--- config.mk ---
export PLATFORM = sky130hd
export DESIGN_NAME = vout_max6675
export DESIGN_NICKNAME = d
export VERILOG_FILES = /design/src/rtl/vout_max6675.sv
export SDC_FILE = /design/constraint.sdc
export NUM_CORES = 1
export LEC_CHECK = 0
export CAP_MARGIN = 20
export CORE_MARGIN = 2
export CORE_UTILIZATION = 53
export CTS_CLUSTER_SIZE = 30
export DETAILED_ROUTE_END_ITERATION = 12
export GPL_TIMING_DRIVEN = 0
export PLACE_DENSITY = 0.84
export SETUP_SLACK_MARGIN = 0.4
export SLEW_MARGIN = 30
export SYNTH_ARGS = -nofsm -noshare
export SYNTH_HDL_FRONTEND = slang
export SYNTH_SLANG_ARGS = --single-unit
--- constraint.sdc ---
create_clock -name clk -period 2.41 [get_ports clk]
set_input_delay 0.3615 -clock clk [delete_from_list [all_inputs] [get_ports clk]]
set_output_delay 0.3615 -clock clk [all_outputs]
set_load 0.005 [all_outputs]
--- src/rtl/vout_max6675.sv ---
// MAX6675 responder: SPI slave that serves a 16-bit temperature read frame.
// Define VOUT_MAX6675_CONV_EN to enable the periodic conversion model.
module vout_max6675 #(
  parameter int CONV_CYCLES = 1000000
) (
  input  logic        clk,
  input  logic        rst_n,
  input  logic        spi_sclk,
  input  logic        spi_cs,
  output logic        spi_miso,
  output logic        spi_miso_oe,
  input  logic [11:0] temperature,
  input  logic        tc_open,
  output logic        frame_done,
  output logic        busy
);

  localparam logic [0:0] S_IDLE  = 1'b0;
  localparam logic [0:0] S_SHIFT = 1'b1;

  logic        r_sclk_s1, r_sclk_s2, r_sclk_s3;
  logic        r_cs_s1, r_cs_s2, r_cs_s3;
  logic [0:0]  r_state;
  logic [15:0] r_shift;
  logic [4:0]  r_bit_cnt;
  logic        r_done;

  logic        w_cs_fall;
  logic        w_cs_rise;
  logic        w_sclk_fall;
  logic [15:0] w_frame;

  assign w_cs_fall   = r_cs_s3 & ~r_cs_s2;
  assign w_cs_rise   = ~r_cs_s3 & r_cs_s2;
  assign w_sclk_fall = r_sclk_s3 & ~r_sclk_s2;

`ifdef VOUT_MAX6675_CONV_EN
  localparam int CW = $clog2(CONV_CYCLES);
  localparam logic [CW-1:0] RELOAD = CW'(CONV_CYCLES - 1);

  logic [CW-1:0] r_conv_cnt;
  logic [12:0]   r_result;

  // Conversions only run while the bus is idle, like the real part.
  always_ff @(posedge clk or negedge rst_n) begin
    if (!rst_n) begin
      r_conv_cnt <= RELOAD;
      r_result   <= '0;
    end else if (w_cs_rise) begin
      r_conv_cnt <= RELOAD;
    end else if (r_cs_s2) begin
      if (r_conv_cnt == '0) begin
        r_conv_cnt <= RELOAD;
        r_result   <= {temperature, tc_open};
      end else begin
        r_conv_cnt <= r_conv_cnt - 1'b1;
      end
    end
  end

  assign w_frame = {1'b0, r_result, 2'b00};
`else
  logic w_unused_conv;
  assign w_unused_conv = CONV_CYCLES[0];
  assign w_frame = {1'b0, temperature, tc_open, 2'b00};
`endif

  always_ff @(posedge clk or negedge rst_n) begin
    if (!rst_n) begin
      r_sclk_s1 <= 1'b0;
      r_sclk_s2 <= 1'b0;
      r_sclk_s3 <= 1'b0;
      r_cs_s1   <= 1'b1;
      r_cs_s2   <= 1'b1;
      r_cs_s3   <= 1'b1;
      r_state   <= S_IDLE;
      r_shift   <= '0;
      r_bit_cnt <= '0;
      r_done    <= 1'b0;
    end else begin
      r_sclk_s1 <= spi_sclk;
      r_sclk_s2 <= r_sclk_s1;
      r_sclk_s3 <= r_sclk_s2;
      r_cs_s1   <= spi_cs;
      r_cs_s2   <= r_cs_s1;
      r_cs_s3   <= r_cs_s2;
      r_done    <= 1'b0;
      unique case (r_state)
        S_IDLE: begin
          if (w_cs_fall) begin
            r_state   <= S_SHIFT;
            r_shift   <= w_frame;
            r_bit_cnt <= '0;
          end
        end
        S_SHIFT: begin
          // CS rise has priority over a coincident SCLK fall.
          if (w_cs_rise) begin
            r_state <= S_IDLE;
            r_shift <= '0;
            r_done  <= (r_bit_cnt == 5'd16);
          end else if (w_sclk_fall && r_bit_cnt != 5'd16) begin
            r_shift   <= {r_shift[14:0], 1'b0};
            r_bit_cnt <= r_bit_cnt + 5'd1;
          end
        end
        default: r_state <= S_IDLE;
      endcase
    end
  end

  assign spi_miso    = r_shift[15];
  assign spi_miso_oe = r_state;
  assign busy        = r_state;
  assign frame_done  = r_done;

endmodule

# Yosys cells after proc, flatten, opt, wreduce, memory -nomap -nowiden
# Index checks and enable logic that the tools add are counted.
# totals
reg_bits,29
in_bits,17
out_inout_bits,4
wordCells,40
# classes
addsub,1
n_eq_ne,6
mux,13
bitwise_logic,7
n_reduce_logical,3
# op_table
cell,count
$mux 16,3
$pmux 16 s2,1
$mux 5,3
$pmux 5 s2,1
$add 5x1->5 const B,1
$eq 5x5->1 const B,1
$ne 5x5->1 const B,1
$mux 1,4
$ne 2x2->1 const B,2
$not 1->1,4
$and 1x1->1,3
$ne 3x1->1 const B,1
$reduce_and 3->1,1
$ne 2x1->1 const B,1
$pmux 1 s2,1
$reduce_and 2->1,1
$logic_and 1x1->1,1

# Longest topological paths before layout
# Gate-level depths: netlist of run 1.
# depth
ltp_word,6
ltp_mapped,7
depth_no_buf,6

# Least setup slack after synthesis of run 1
# OpenSTA, ideal clock, no wires.
# synth_path
kind,flip-flop to flip-flop
startpoint,register r_bit_cnt[0]
endpoint,register r_shift[10]
setup_time_ns,0.125
arrival_ns,1.579
t_required_ns,2.285
path_slack_ns,0.706
path_stages_with_launch,8
path_buffers,1
synth_period_minus_slack_ns,1.704
cell_sequence,dfrtp_1 > inv_1 > ha_1 > nand4bb_4 > and2_4 > a2bb2oi_4 > buf_12 > mux2_4
# synth_between
elab_chain_cells,4
# synth_rtl
element,line,source
from (decl),25,logic [4:0] r_bit_cnt;
from (signal assigned),104,r_bit_cnt <= r_bit_cnt + 5'd1;
$ne 5x5->1,102,end else if (w_sclk_fall && r_bit_cnt != 5'd16) begin
$logic_and 1x1->1,102,
$ne 3x1->1 (no source line),--,
$reduce_and 2->1 (no source line),--,
to (signal assigned),92,r_shift <= w_frame;
to (signal assigned),103,"r_shift <= {r_shift[14:0], 1'b0};"
to (decl),24,logic [15:0] r_shift;
# Every way passes these cells.
# A chain may end at the register's enable or synchronous reset.

# Worst setup path after layout of run 1
# layout_path
startpoint,register r_bit_cnt[0]
endpoint,register r_shift[13]
# Same word-level chain as after synthesis.

==> metrics, run 1 <==
status complete, no violations; Seq/Total Area, Yosys 0.488; DRC Markers 0; Post-Syn Area per Cell 12.0 µm²; antenna viol nets, final 0; slew margin rel. 0.611; share of cells above drive strength 1 0.229; antenna cells 0; Post-synth top flop dfrtp_1; Worst-path clk slew 150 ps; number of global-route vias before repair 940; Initial Util 0.562; Mapped Area between 1000 and 1500 µm²; total power ~1200 µW; port buffer count 20; clock buffer depth 2; overall routed net length roughly 2500 µm; Post-synth EDFFs 0; DR vias/cell between 5 and 6; RSZ-0062 raised after global routing false; placeable core region 2480 µm²; DIE WIDTH roughly 55 µm; CP max stage cell dfrtp_1; reg2reg setup slack roughly 540 ps; Lkg Pwr approximately 0.00072 µW; Die Y around 55 µm; Area Growth Syn to Fin 18.7%; synth unique cells 34; Hold/Removal Path Class in -> async; global router's overall resource usage 0.180; Worst R2R End r_shift[13]; DIE AREA 3050 µm²; post-synth top area share 0.431; grt total ovfl 0; CTS sink cnt 27; DR iter-0 viols 25; Critical Path RT between 2000 and 3000 ps; VDD IR max ~0.00045 V; setup violators final 0; Hold Vio Cnt, Final 0; largest net degree at the start of global routing 28; drt first pass iters 4; CTS HTree Levels 1; CTS tree yes; top cell type by total area after synthesis dfrtp_1; root buffer cell clkbuf_4; HPWL after detailed placement ~1800 µm; final layout net count 160; Final TNS setup 0 ps; Clock Skews approximately 9.4 ps; Reg2Reg Launch Point r_bit_cnt[0]; Synth Register Bits 27; hold_buf cts 0; count of buffer and inverter cells on the critical path 2; I/O Pins 21; Critical Path End Type register; Post-synth ARST share 1.00; CP Max Fanout 10; CP max stage delay approximately 440 ps; arrival time worst endpoint approximately 2100 ps; power per cell area roughly 700 nW/µm²; cell count after synthesis roughly 120; Startpoint Class register; num rows 18; Setup Crit Path Kind reg -> reg; Slew @ Worst Pin slightly below 600 ps; initial antenna violation count 0; Highest Clock Rate 535 MHz; wire per inst roughly 15 µm; CTS-repair resized insts 0; fin. max-slew vios 0; fin crit period ~1900 ps; synth top area cells dfrtp_1, mux2_4, o2bb2ai_1; Vias 972; top cell family by delay on the critical path flip-flops; Max Cap Violations 0; Clk Latency, worst-skew pair between 300 and 400 ps; first-pass GRT wire length between 4000 and 5000 µm; Final GP Congestion between 0.8 and 0.9; Final period util 0.776; Fill cells 198; Post-CTS Setup Repair Bufs 0; total CTS buffers 3; worst reg-to-reg path cell count 7; syn_nets approximately 140; critical path, cell by cell inv_1 > ha_1 > nand4bb_4 > and2_4 > a2bb2oi_4 > buf_12 > mux2_4; Syn. warnings 0
## flip-flops by register name, indices dropped and copies added (netlist names)
signal and count:
r_sclk_s3 1, r_cs_s3 1, r_sclk_s1 1, r_sclk_s2 1, r_cs_s1 1, r_cs_s2 1, frame_done 1, r_shift 14
busy 1, r_bit_cnt 5
## cells in the final DEF (no fill, tap or decap), types with 4 or more instances in the layout
master	netlist	routed
a21oi_1	4	4
clkdlybuf4s50_1	0	19
dfrtp_1	24	24
inv_1	4	4
mux2_4	9	9
nand2_1	18	18
nor3_1	4	4
o2bb2ai_1	12	12
## kinds of logic after synthesis
kind of cell | count (synthesis) | share of synthesized area
flops | 27 | 0.488
simple gates | 38 | 0.157
mux | 13 | 0.128
compound gates | 25 | 0.148
buf+inv | 11 | 0.0602
fa+ha+maj | 2 | 0.0180
## report_power, final
part	total [µW]	switching [µW]	internal, µW
registers	612	64.9	547
clock network	193	131	62.3
logic	355	144	211
## worst register-to-register path, cell delays in order (launching register included)
cell,delay [ps]
dfrtp_1,440
inv_1,60
ha_1,240
nand4bb_4,140
and2_4,200
a2bb2oi_4,220
buf_12,180
mux2_4,300
## per-stage QoR
stage               cell area (µm²)  setup slack [ps]  cells   util  hold WS (ps)
global route                   1650               449    170  0.667          39.1
floorplan                      1390               706    116      -          65.9
finish                         1650               539    170  0.667          10.4
CTS                            1650               537    170  0.667          18.0
global placement               1630               599    166  0.658           332
detailed placement             1630               550    166  0.656           336
## worst max-delay path by stage
stage | slack, ps | from | cells past startpoint | to
after floorplan | 710 | r_bit_cnt[0] | 7 | r_shift[10]
after global placement | 600 | r_bit_cnt[0] | 7 | r_shift[6]
after detailed placement | 550 | r_bit_cnt[0] | 7 | r_shift[5]
after CTS | 540 | r_bit_cnt[0] | 7 | r_shift[13]
after global routing | 450 | r_bit_cnt[0] | 7 | r_shift[7]
final | 540 | r_bit_cnt[0] | 7 | r_shift[13]
## routing by layer
metal  routed length [µm]  track usage  vias up
li1                     -            -      464
met1                 1140        0.247      485
met2                 1280        0.291       19
met3                   60       0.0211        4
met4                   40       0.0732        0
met5                    0            0        -
## cells in the mapped netlist, types with 3 or more instances
library cell and instances:
buf_6 3, nor3_1 4, dfstp_2 3, nand2_1 18
inv_1 4, o2bb2ai_1 12, dfrtp_1 24, nand4_1 3
nor2_1 3, a21oi_1 4, mux2_4 9, mux2_2 3
## layout make-up
class / instances / area [µm²] / share of cell area
multi-input combinational: 78 / 629 / 0.381
clock buffer: 3 / 22.5 / 0.0136
sequential: 27 / 679 / 0.411
inverter: 4 / 15.0 / 0.00908
tap: 30 / 37.5 / 0.0227
buffer: 7 / 68.8 / 0.0416
timing repair buffer: 20 / 195 / 0.118
clock inverter: 1 / 5.00 / 0.00303
Note: power is estimated with default switching activity, not from simulation.
==> run 2, diff against run 1 <==
==> constraint.sdc (replaced) <==
create_clock -name clk -period 1.9 [get_ports clk]
set_input_delay 0.285 -clock clk [delete_from_list [all_inputs] [get_ports clk]]
set_output_delay 0.285 -clock clk [all_outputs]
set_load 0.005 [all_outputs]
==> metrics, run 2 (same netlist as run 1, synthesis figures left out) <==
status complete, no violations; drt first pass iters 4 (unchanged); Setup Crit Path Kind reg -> reg; Hold WS 358 ps (+348 ps); grt total ovfl 0 (unchanged); DR iter-0 viols 29 (+16%); root buffer cell clkbuf_4; arrival time worst endpoint 1870 ps (-230 ps); Switching Fraction 0.290 (-0.00300); fin. max-slew vios 0 (unchanged); overall routed net length 2720 µm (+7.6%); CTS tree yes; combinational share of power 0.356 (+0.050); Final TNS setup 0 ps (unchanged); global router's overall resource usage 0.194 (+0.0139); Non-Filler Instances 182 (+7.1%); number of global-route vias before repair 1083 (+15%); switching power 454 µW (+34%); number of flip-flops in the largest register 14 (unchanged); Vias 1065 (+9.6%); largest registers r_shift x14, r_bit_cnt x5; CP Max Fanout 10 (unchanged); total CTS buffers 3 (unchanged); Finished Core Util 0.716 (+0.0490); Slew @ Worst Pin 592 ps (+8.28 ps); Final period util 0.871 (+0.0953); Highest Clock Rate 604 MHz (+13%); Critical Path RT 2110 ps (-530 ps); Final GP Congestion 0.835 (-1.4%); antenna viol nets, final 0 (unchanged); initial antenna violation count 0 (unchanged); top cell family by delay on the critical path flip-flops; antenna cells 0 (unchanged); reg2reg setup slack 240 ps (-300 ps); fin crit period 1660 ps (-215 ps); slew margin rel. 0.605 (-0.00552); largest net degree at the start of global routing 28 (unchanged); RSZ-0062 raised after global routing true; Clk Latency, worst-skew pair 310 ps (-20 ps); first-pass GRT wire length 4740 µm (+8.9%); Area Growth Syn to Fin 27.4%; Fill cells 189 (-4.5%); Hold/Removal Path Class in -> reg; final layout net count 172 (+7.5%); CP max stage cell dfstp_2; power per cell area 883 nW/µm² (+26%); Worst-path clk slew 140 ps (about the same); Hold Vio Cnt, Final 0 (unchanged); Clock Power Share 0.152 (-0.015); DRC Markers 0 (unchanged); DIE WIDTH 55.3 µm (unchanged); Startpoint Class register; HPWL after detailed placement 1820 µm (-0.46%); Flop pwr share 0.492 (-0.035); CTS sink cnt 27 (unchanged); CP max stage delay 550 ps (+110 ps); num rows 18 (unchanged); commonest non-fill, non-tap cell in the layout dfrtp_1; CTS HTree Levels 1 (unchanged); Int Power 1110 µW (+35%); I/O Pins 21 (unchanged); port buffer count 20 (unchanged); most frequent cells in the layout dfrtp_1, nand2_1, clkdlybuf4s50_1; VDD IR max 0.000575 V (+27%); clock buffer depth 2 (unchanged); wire per inst 14.9 µm (+0.48%); Die Y 55.3 µm (unchanged); Initial Util 0.562 (unchanged); share of cells above drive strength 1 0.309 (+0.0806); Max Cap Violations 0 (unchanged); Critical Path End Type register; setup violators final 0 (unchanged); DIE AREA 3050 µm² (unchanged); critical path, cell by cell or2b_4 > nand2_4 > a2bb2oi_4 > buf_12 > mux2_4; total power 1570 µW (+35%); Lkg Pwr 0.000804 µW (+12%); DR vias/cell 5.85 (+2.3%); Clock Skews 1.90 ps (-7.46 ps); placeable core region 2480 µm² (unchanged); Biggest register r_shift; placed cells 166 (unchanged); count of buffer and inverter cells on the critical path 1 (-1)
==> run 2: cell types whose count changed in the layout (fill, tap and decap cells not counted), sizes merged <==
cell	before	now
dlymetal6s2s	0	1
buf	6	17
dlygate4sd3	0	1
clkdlybuf4s50	19	16
dlygate4sd2	0	2
clkinv	1	0
clkbuf	5	6
==> run 2: timing repair <==
action / in CTS / in global routing
setup buffers: 10 / 1
gates resized for setup: 6 / 8
setup endpoints to repair: 16 / 16
gates cloned: 0 / 0
hold buffers: 1 / 0
endpoints found under the hold margin: 24 / 0
pin swaps: 3 / 1
==> run 2: per-layer routing <==
metal / vias to the layer above / global-route usage / part of all wire / wire, µm
li1: 492 / - / - / -
met1: 536 / 0.245 / 0.43 / 1160
met2: 31 / 0.325 / 0.52 / 1420
met3: 6 / 0.0328 / 0.031 / 85
met4: 0 / 0.0871 / 0.018 / 50
met5: - / 0 / 0 / 0
==> run 2: final timing paths <==
path	startpoint	to	cells after the start
worst min register to register	r_cs_s1	r_cs_s2	0
worst min-delay path	spi_cs	r_cs_s1	1
worst max-delay path	r_cs_s2	r_shift[9]	5
max in group asynchronous	rst_n	r_shift[12]	2
min in group asynchronous	rst_n	r_sclk_s1	2
worst max register to register	r_cs_s2	r_shift[9]	5
==> run 2: cell type report <==
type | instances | area [µm²] | share of cell area
buffer | 7 | 71.3 | 0.0402
sequential | 27 | 679 | 0.383
inverter | 4 | 15.0 | 0.00846
tap | 30 | 37.5 | 0.0212
multi-input combinational | 78 | 653 | 0.368
timing repair buffer | 32 | 292 | 0.164
clock buffer | 4 | 26.3 | 0.0148
==> run 2: worst register-to-register path, cell delays in order, from the launching register on <==
cell	delay, ps
dfstp_2	550
or2b_4	270
nand2_4	80
a2bb2oi_4	180
buf_12	160
mux2_4	300
==> run 2: power groups by stage <==
stage / clock network (µW) / registers (µW) / logic [µW]
2_1_floorplan: 0 / 766 / 348
4_1_cts: 253 / 768 / 542
3_5_place_dp: 0 / 789 / 464
5_1_grt: 275 / 786 / 616
3_3_place_gp: 0 / 781 / 443
6_report: 239 / 770 / 557
==> run 2: through the flow <==
| stage | instance area (µm²) | setup WS (ps) |
|---|---|---|
| 2_1_floorplan | 1400 | 236 |
| 3_3_place_gp | 1630 | 124 |
| 3_5_place_dp | 1630 | 84.0 |
| 4_1_cts | 1750 | 224 |
| 5_1_grt | 1770 | 205 |
| 6_report | 1770 | 244 |
